**src/rtl/riscv_pkg.sv**
```systemverilog
// Shared fetch-stage definitions: FSM state encoding and architectural constants.
package riscv_pkg;

   localparam int unsigned     XLEN        = 32;
   localparam int unsigned     INSTR_BYTES = 4;
   localparam logic [XLEN-1:0] NOP_INSTR   = 32'h0000_0013;
   localparam logic [XLEN-1:0] IMEM_BASE   = 32'h0000_1000;

   typedef enum logic [1:0] {ISSUE, WAIT, VALID, FAULT} fetch_state_t;

endpackage

```
**src/rtl/inst_fetch_unit_if.sv**
```systemverilog
// Fetch-stage bus: instruction-memory read port, decoder handshake and redirect input.
interface inst_fetch_unit_if;
   import riscv_pkg::*;

   logic [XLEN-1:0] imem_address;
   logic [XLEN-1:0] imem_data_out;
   logic            instr_valid;
   logic            instr_ready;
   logic [XLEN-1:0] instr;
   logic [XLEN-1:0] instr_pc;
   logic            redirect_valid;
   logic [XLEN-1:0] redirect_pc;
   logic [XLEN-1:0] fetch_count;
   logic            fetch_fault;

   modport master (
      output imem_address, instr_valid, instr, instr_pc, fetch_count, fetch_fault,
      input  imem_data_out, instr_ready, redirect_valid, redirect_pc
   );

   modport slave (
      input  imem_address, instr_valid, instr, instr_pc, fetch_count, fetch_fault,
      output imem_data_out, instr_ready, redirect_valid, redirect_pc
   );

endinterface

```
**src/rtl/inst_fetch_unit.sv**
```systemverilog
// Multicycle instruction fetch: owns the PC, reads imem, hands words to decode.
// Optional FETCH_MISALIGN_TRAP_EN: misaligned redirects lock the unit in FAULT until reset.
module inst_fetch_unit
   import riscv_pkg::*;
#(
   parameter logic [XLEN-1:0] RESET_PC     = IMEM_BASE,
   parameter int unsigned     IMEM_LATENCY = 1,
   parameter logic [XLEN-1:0] NOP_INSTR    = 32'h0000_0013
) (
   input logic                clk,
   input logic                reset,
   inst_fetch_unit_if.master  bus
);

   localparam int unsigned      CNT_W    = $clog2(IMEM_LATENCY + 1);
   localparam logic [CNT_W-1:0] CNT_LAST = CNT_W'(IMEM_LATENCY - 1);
   localparam logic [XLEN-1:0]  PC_STEP  = XLEN'(INSTR_BYTES);

   fetch_state_t     state_q;
   logic [XLEN-1:0]  pc_q;
   logic [XLEN-1:0]  instr_q;
   logic [XLEN-1:0]  instr_pc_q;
   logic [XLEN-1:0]  count_q;
   logic [CNT_W-1:0] wait_cnt_q;
   logic             valid_q;
   logic             handshake;
   logic             fault_entry;
   logic [XLEN-1:0]  target;

   assign handshake = valid_q && bus.instr_ready;

`ifdef FETCH_MISALIGN_TRAP_EN
   assign target          = bus.redirect_pc;
   assign fault_entry     = |bus.redirect_pc[1:0];
   assign bus.fetch_fault = (state_q == FAULT);
`else
   assign target          = bus.redirect_pc & ~(PC_STEP - XLEN'(1));
   assign fault_entry     = 1'b0;
   assign bus.fetch_fault = 1'b0;
`endif

   always_ff @(posedge clk) begin
      if (reset) begin
         state_q    <= ISSUE;
         pc_q       <= RESET_PC;
         valid_q    <= 1'b0;
         instr_q    <= NOP_INSTR;
         instr_pc_q <= '0;
         count_q    <= '0;
         wait_cnt_q <= '0;
      end else begin
         // A handshake counts even when a redirect overrides the next PC.
         if (handshake) begin
            count_q <= count_q + XLEN'(1);
         end
         if (bus.redirect_valid && state_q != FAULT) begin
            pc_q    <= target;
            valid_q <= 1'b0;
            state_q <= fault_entry ? FAULT : ISSUE;
         end else begin
            unique case (state_q)
               ISSUE: begin
                  state_q    <= WAIT;
                  wait_cnt_q <= '0;
               end
               WAIT: begin
                  wait_cnt_q <= wait_cnt_q + CNT_W'(1);
                  if (wait_cnt_q == CNT_LAST) begin
                     instr_q    <= bus.imem_data_out;
                     instr_pc_q <= pc_q;
                     valid_q    <= 1'b1;
                     state_q    <= VALID;
                  end
               end
               VALID: begin
                  if (handshake) begin
                     pc_q    <= pc_q + PC_STEP;
                     valid_q <= 1'b0;
                     state_q <= ISSUE;
                  end
               end
               FAULT: state_q <= FAULT;
            endcase
         end
      end
   end

   assign bus.imem_address = pc_q;
   assign bus.instr_valid  = valid_q;
   assign bus.instr        = instr_q;
   assign bus.instr_pc     = instr_pc_q;
   assign bus.fetch_count  = count_q;

endmodule

```
**src/flat_wrapper.sv**
```systemverilog
// flat-port wrapper written by rule: the top's interface ports become plain ports
module inst_fetch_unit_flat import riscv_pkg::*;
#(
   parameter logic [XLEN-1:0] RESET_PC     = IMEM_BASE,
   parameter int unsigned     IMEM_LATENCY = 1,
   parameter logic [XLEN-1:0] NOP_INSTR    = 32'h0000_0013
)
  (clk, reset, bus_imem_address, bus_instr_valid, bus_instr, bus_instr_pc, bus_fetch_count, bus_fetch_fault, bus_imem_data_out, bus_instr_ready, bus_redirect_valid, bus_redirect_pc);
  inst_fetch_unit_if bus_i ();
  input logic clk;
  input logic reset;
  output wire logic [$bits(bus_i.imem_address)-1:0] bus_imem_address;
  output wire logic [$bits(bus_i.instr_valid)-1:0] bus_instr_valid;
  output wire logic [$bits(bus_i.instr)-1:0] bus_instr;
  output wire logic [$bits(bus_i.instr_pc)-1:0] bus_instr_pc;
  output wire logic [$bits(bus_i.fetch_count)-1:0] bus_fetch_count;
  output wire logic [$bits(bus_i.fetch_fault)-1:0] bus_fetch_fault;
  input wire logic [$bits(bus_i.imem_data_out)-1:0] bus_imem_data_out;
  input wire logic [$bits(bus_i.instr_ready)-1:0] bus_instr_ready;
  input wire logic [$bits(bus_i.redirect_valid)-1:0] bus_redirect_valid;
  input wire logic [$bits(bus_i.redirect_pc)-1:0] bus_redirect_pc;
  assign bus_imem_address = bus_i.imem_address;
  assign bus_instr_valid = bus_i.instr_valid;
  assign bus_instr = bus_i.instr;
  assign bus_instr_pc = bus_i.instr_pc;
  assign bus_fetch_count = bus_i.fetch_count;
  assign bus_fetch_fault = bus_i.fetch_fault;
  assign bus_i.imem_data_out = bus_imem_data_out;
  assign bus_i.instr_ready = bus_instr_ready;
  assign bus_i.redirect_valid = bus_redirect_valid;
  assign bus_i.redirect_pc = bus_redirect_pc;
  inst_fetch_unit #(.RESET_PC(RESET_PC), .IMEM_LATENCY(IMEM_LATENCY), .NOP_INSTR(NOP_INSTR)) u_core (.clk(clk), .reset(reset), .bus(bus_i));
endmodule
```
**config.mk**
```make
export PLATFORM = sky130hd
export DESIGN_NAME = inst_fetch_unit_flat
export DESIGN_NICKNAME = d
export VERILOG_FILES = /design/src/rtl/riscv_pkg.sv /design/src/rtl/inst_fetch_unit_if.sv /design/src/rtl/inst_fetch_unit.sv /design/src/flat_wrapper.sv
export SDC_FILE = /design/constraint.sdc
export NUM_CORES = 1
export LEC_CHECK = 0
export CAP_MARGIN = 10
export CORE_MARGIN = 2
export CORE_UTILIZATION = 41
export DETAILED_ROUTE_END_ITERATION = 10
export PLACE_DENSITY = 0.74
export RECOVER_POWER = 100
export SLEW_MARGIN = 20
export SYNTH_ARGS = -nofsm -noshare
export SYNTH_HDL_FRONTEND = slang
export SYNTH_SLANG_ARGS = --single-unit
```
**constraint.sdc**
```tcl
create_clock -name clk -period 2 [get_ports clk]
set_input_delay 0.4 -clock clk [delete_from_list [all_inputs] [get_ports clk]]
set_output_delay 0.4 -clock clk [all_outputs]
set_load 0.02 [all_outputs]
```
# == Word level (Yosys, flattened, before mapping) ==
# Cells that the tools add are included.
# totals
output_inout_bits,130
elab_cells,43
ff_bits,132
memories,0
rom_bits,0
latch_bits,0
ram_bits,0
# classes
n_mul,0
n_lt_le_gt_ge,0
eq_ne,6
shifts,0
reduce_logical,14
muxes,10
n_bitwise,2
n_div,0
addsub,3
# op_table
op,count
32-bit 2-to-1 mux,3
"32-bit by 1-bit adder with 32-bit output, second input constant",1
"32-bit by 3-bit adder with 32-bit output, second input constant",1
2-bit case mux with 4 select lines,1
2-bit AND reduction,4
2-bit nonzero test,4
3-bit AND reduction,2
"2-bit equality test, second input constant",2
2-bit 2-to-1 mux,2
"2-bit inequality test, second input constant",2
1-bit case mux with 2 select lines,2
"2-bit by 1-bit equality test with 1-bit output, second input constant",1
1-bit logical AND,2
2-bit zero test,1
1-bit 2-to-1 mux,2
"2-bit by 1-bit inequality test with 1-bit output, second input constant",1
1-bit NOT,2
2-bit OR reduction,1
"1-bit adder, second input constant",1

# == Longest topological paths before layout ==
# depth
ltp_word,4
depth_mapped,8
mapped_depth_nobuf,6

# == Worst setup path after synthesis ==
# OpenSTA, ideal clock, no wires.
# synth_timing
kind,register to register
startpoint,reg u_core.count_q[0] (netlist: u_core.bus.fetch_count[0])
endpoint,reg u_core.count_q[30] (netlist: u_core.bus.fetch_count[30])
arrival_time_ns,2.141
setup_slack_ns,-0.264
synth_period_minus_slack_ns,2.264
path_buffers,1
required_time_ns,1.877
path_stages_with_launch,7
cell_sequence,dfxtp_1 ha_1 nand4_2 or4_4 buf_6 nor4_1 mux2_1
# synth_via
elab_chain_cells,1
# synth_rtl
element,line_no,rtl
from (decl),inst_fetch_unit.sv:23,logic [XLEN-1:0] count_q;
from (signal assigned),inst_fetch_unit.sv:54,count_q <= count_q + XLEN'(1);
32-bit by 1-bit adder with 32-bit output,inst_fetch_unit.sv:54,
# No other way between the ends.
# A chain may end at the register's enable or synchronous reset.

# == Final worst setup path ==
# layout_timing
startpoint,reg u_core.pc_q[19] (netlist: u_core.bus.imem_address[19])
endpoint,out bus_imem_address[19]
# layout_rtl
element,line_no,rtl
from (decl),inst_fetch_unit.sv:20,logic [XLEN-1:0] pc_q;
from (signal assigned),inst_fetch_unit.sv:57,pc_q <= target;
from (signal assigned),inst_fetch_unit.sv:77,pc_q <= pc_q + PC_STEP;
to (decl),flat_wrapper.sv:12,output wire logic [$bits(bus_i.imem_address)-1:0] bus_imem_address;
# No word-level cell between the ends.

==> out/metrics.cfg <==
[run_status]
status=complete, no violations

[timing]
fin_skew_ns=0.01149
period_share_pct=98.21
setup_violations=0
hold_ws_ns=0.3928
min_period_ns=1.964
grt_setup_unrepaired=yes
fmax_mhz=509.1
slew_violations=0
fin_ws_ns=0.03577
hold_viol=0
fin_tns_setup_ns=0

[critical_path]
cp_data_required_time_ns=1.60
arrival_ns=1.56
start_kind=flip-flop
crit_path_max_incr_delay_ns=0.66
crit_slowest_cell=clkdlybuf4s50_1
path_delay_family=buffers and inverters
path_class=reg -> out
path_max_fanout=7
critPathBufInv=1
path_cells=clkdlybuf4s50_1
crit_path_end_kind=primary output

[routing]
drc_errors=0
vias=6113
drt_iter0_drc=473
wirelength_microns=17880
drtPass1Iterations=5
wl_per_cell_microns=15.53
avgViaCountPerCell=5.311
ant_nets=0

[layout]
fin_area_sq_um=8880
diodes=0
stdcell_count=1151
mostFrequentLayoutCell=clkdlybuf4s50_1
post-route-util_pct=64.22
area_delta_synth_final_pct=53.55
drive_gt1_share_pct=12.56
num-nets-final=1033
fill_cells=1192
multi_input_area_sq_um=3012
seqCellArea_sq_um=2576
final_cell_mix=clkdlybuf4s50_1, nand2_1, dfxtp_1

[logic_synthesis]
yosys_warnings=0
netlist_instances=726
synth.yosys.seq_area_share_pct=44.31
postSynthAreaPerCell_sq_um=7.966
ys_ff_latch=128
syn_area_sq_um=5783
synth_edf_count=0
yosys_most_used_dff=dfxtp_1
yosysUniqueCellTypes=54
async_reset_ff_share_pct=0

[clock_network]
root_buffer=clkbuf_16
clk_path_buf_depth=2
clk_pin_slew_ns=0.05
postCtsHoldBufs=0
cts_buffers=17
cts_tree=done
cts_sinks=128
clock_latency_ns=0.42
htreeDepth=4

[floorplan]
die_h_microns=122.8
die-area_sq_um=15070
start_util_pct=41.82
rows=43
coreArea_sq_um=13830
ioPinCount=198
die_w_microns=122.8

[place]
portBuffers=190
place_inst=1116
preCtsSetupSlack_ns=-0.4578
dpl-instance-area_sq_um=8328
gp_congestion=0.8822
dp_hpwl_microns=12680

[flow_run]
maxCapViolations=0

[pwr]
clockPowerShare_pct=45.8
total_power_mw=6.347
p_leak_nw=3.139
p_switching_mw=1.531
power_density_nw_per_um2=714.7
irDropWorstVdd_v=0.0005166
pwr-share-seq_pct=42.7
combPwrFrac_pct=11.5
p_sw_share_pct=24.12
intPower_mw=4.816

[grt]
antenna_found_initial=0
overflow=0
grt_pass1_wl_microns=28280
grt_start_max_net_pins=52
grt_pass1_vias=5597
grt_usage_pct=23.78

[worst_hold_path]
hp-class=in -> reg

==> cell families (layout without fill, tap and decap cells) <==
logic type	after synthesis	after routing	share of synthesized area [%]
xor gates and xnor gates	21	21	3.180
AOI/OAI and AO/OA	153	153	15.45
DFF	128	128	44.31
other	1	5	0.06484
adders and majority gates	7	7	1.514
muxes	7	7	1.320
and+or+nand+nor	339	340	28.86
buffers and inverters	70	310	5.301
==> per-layer routing <==
metal	vias up	GRT usage (%)	part of all wire [%]
met1	2839	31.74	45
met4	0	8.333	1.4
li1	3044	-	-
met2	211	37.74	48
met3	19	5.344	5.9
met5	-	0	0
==> state kept, by name, indices dropped and copies added (netlist names) <==
name	cells
u_core.bus.instr	32
u_core.bus.imem_address	30
u_core.bus.instr_valid	1
u_core.wait_cnt_q	1
u_core.state_q	2
u_core.bus.fetch_count	32
u_core.bus.instr_pc	30
==> synthesized netlist by cell type, types with 6 or more instances <==
library cell  instances  area [sq um]
o31ai_1              10         75.07
o21ai_0              18         90.09
and3_1                9         56.30
o21ai_1              11         55.05
nand4_1              24         150.1
ha_1                  7         87.58
nor2_1               38         142.6
or4_1                11         82.58
a211oi_1             11         82.58
dfxtp_1             128          2562
inv_1                13         48.80
xor2_1               10         87.58
a31oi_1               6         37.54
clkbuf_1             41         153.9
a21oi_1              78         390.4
xnor2_1              11         96.34
nand2_1             152         570.6
nor3_1               17         85.08
or3_1                12         75.07
nand3_1              31         155.2
nor4_1               14         87.58
and4_1                9         78.83
==> power groups by stage <==
stage / clock, mW / combinational [mW] / sequential (mW)
finish: 2.90 / 0.731 / 2.71
global route: 3.08 / 0.788 / 2.72
CTS: 2.95 / 0.747 / 2.71
detailed placement: 0 / 0.746 / 2.76
global placement: 0 / 0.742 / 2.76
floorplan: 0 / 0.239 / 2.85
==> final cells by class <==
type,instances,area share [%]
flip-flops and latches,128,29.01
repair buffers,264,27.70
inverters,14,0.5918
clock inverters,6,0.6200
clock buffers,26,5.622
multi-input cells,533,33.92
well taps,180,2.536
==> timing repair <==
action,4_1_cts,5_1_grt
pin swaps,0,3
setup endpoints to repair,8,24
setup buffers,0,2
gates cloned,0,1
gates resized for setup,7,16
==> final timing paths <==
kind | cells after the start | start | slack, ns | endpoint
max | 1 | u_core.bus.imem_address[19] | 0.04 | bus_imem_address[19]
min | 2 | reset | 0.39 | u_core.bus.fetch_count[7]
max reg2reg | 6 | u_core.bus.fetch_count[1] | 0.05 | u_core.bus.fetch_count[14]
min reg2reg | 2 | u_core.bus.instr_pc[30] | 0.45 | u_core.bus.instr_pc[30]
(Power assumes the default switching activity.)
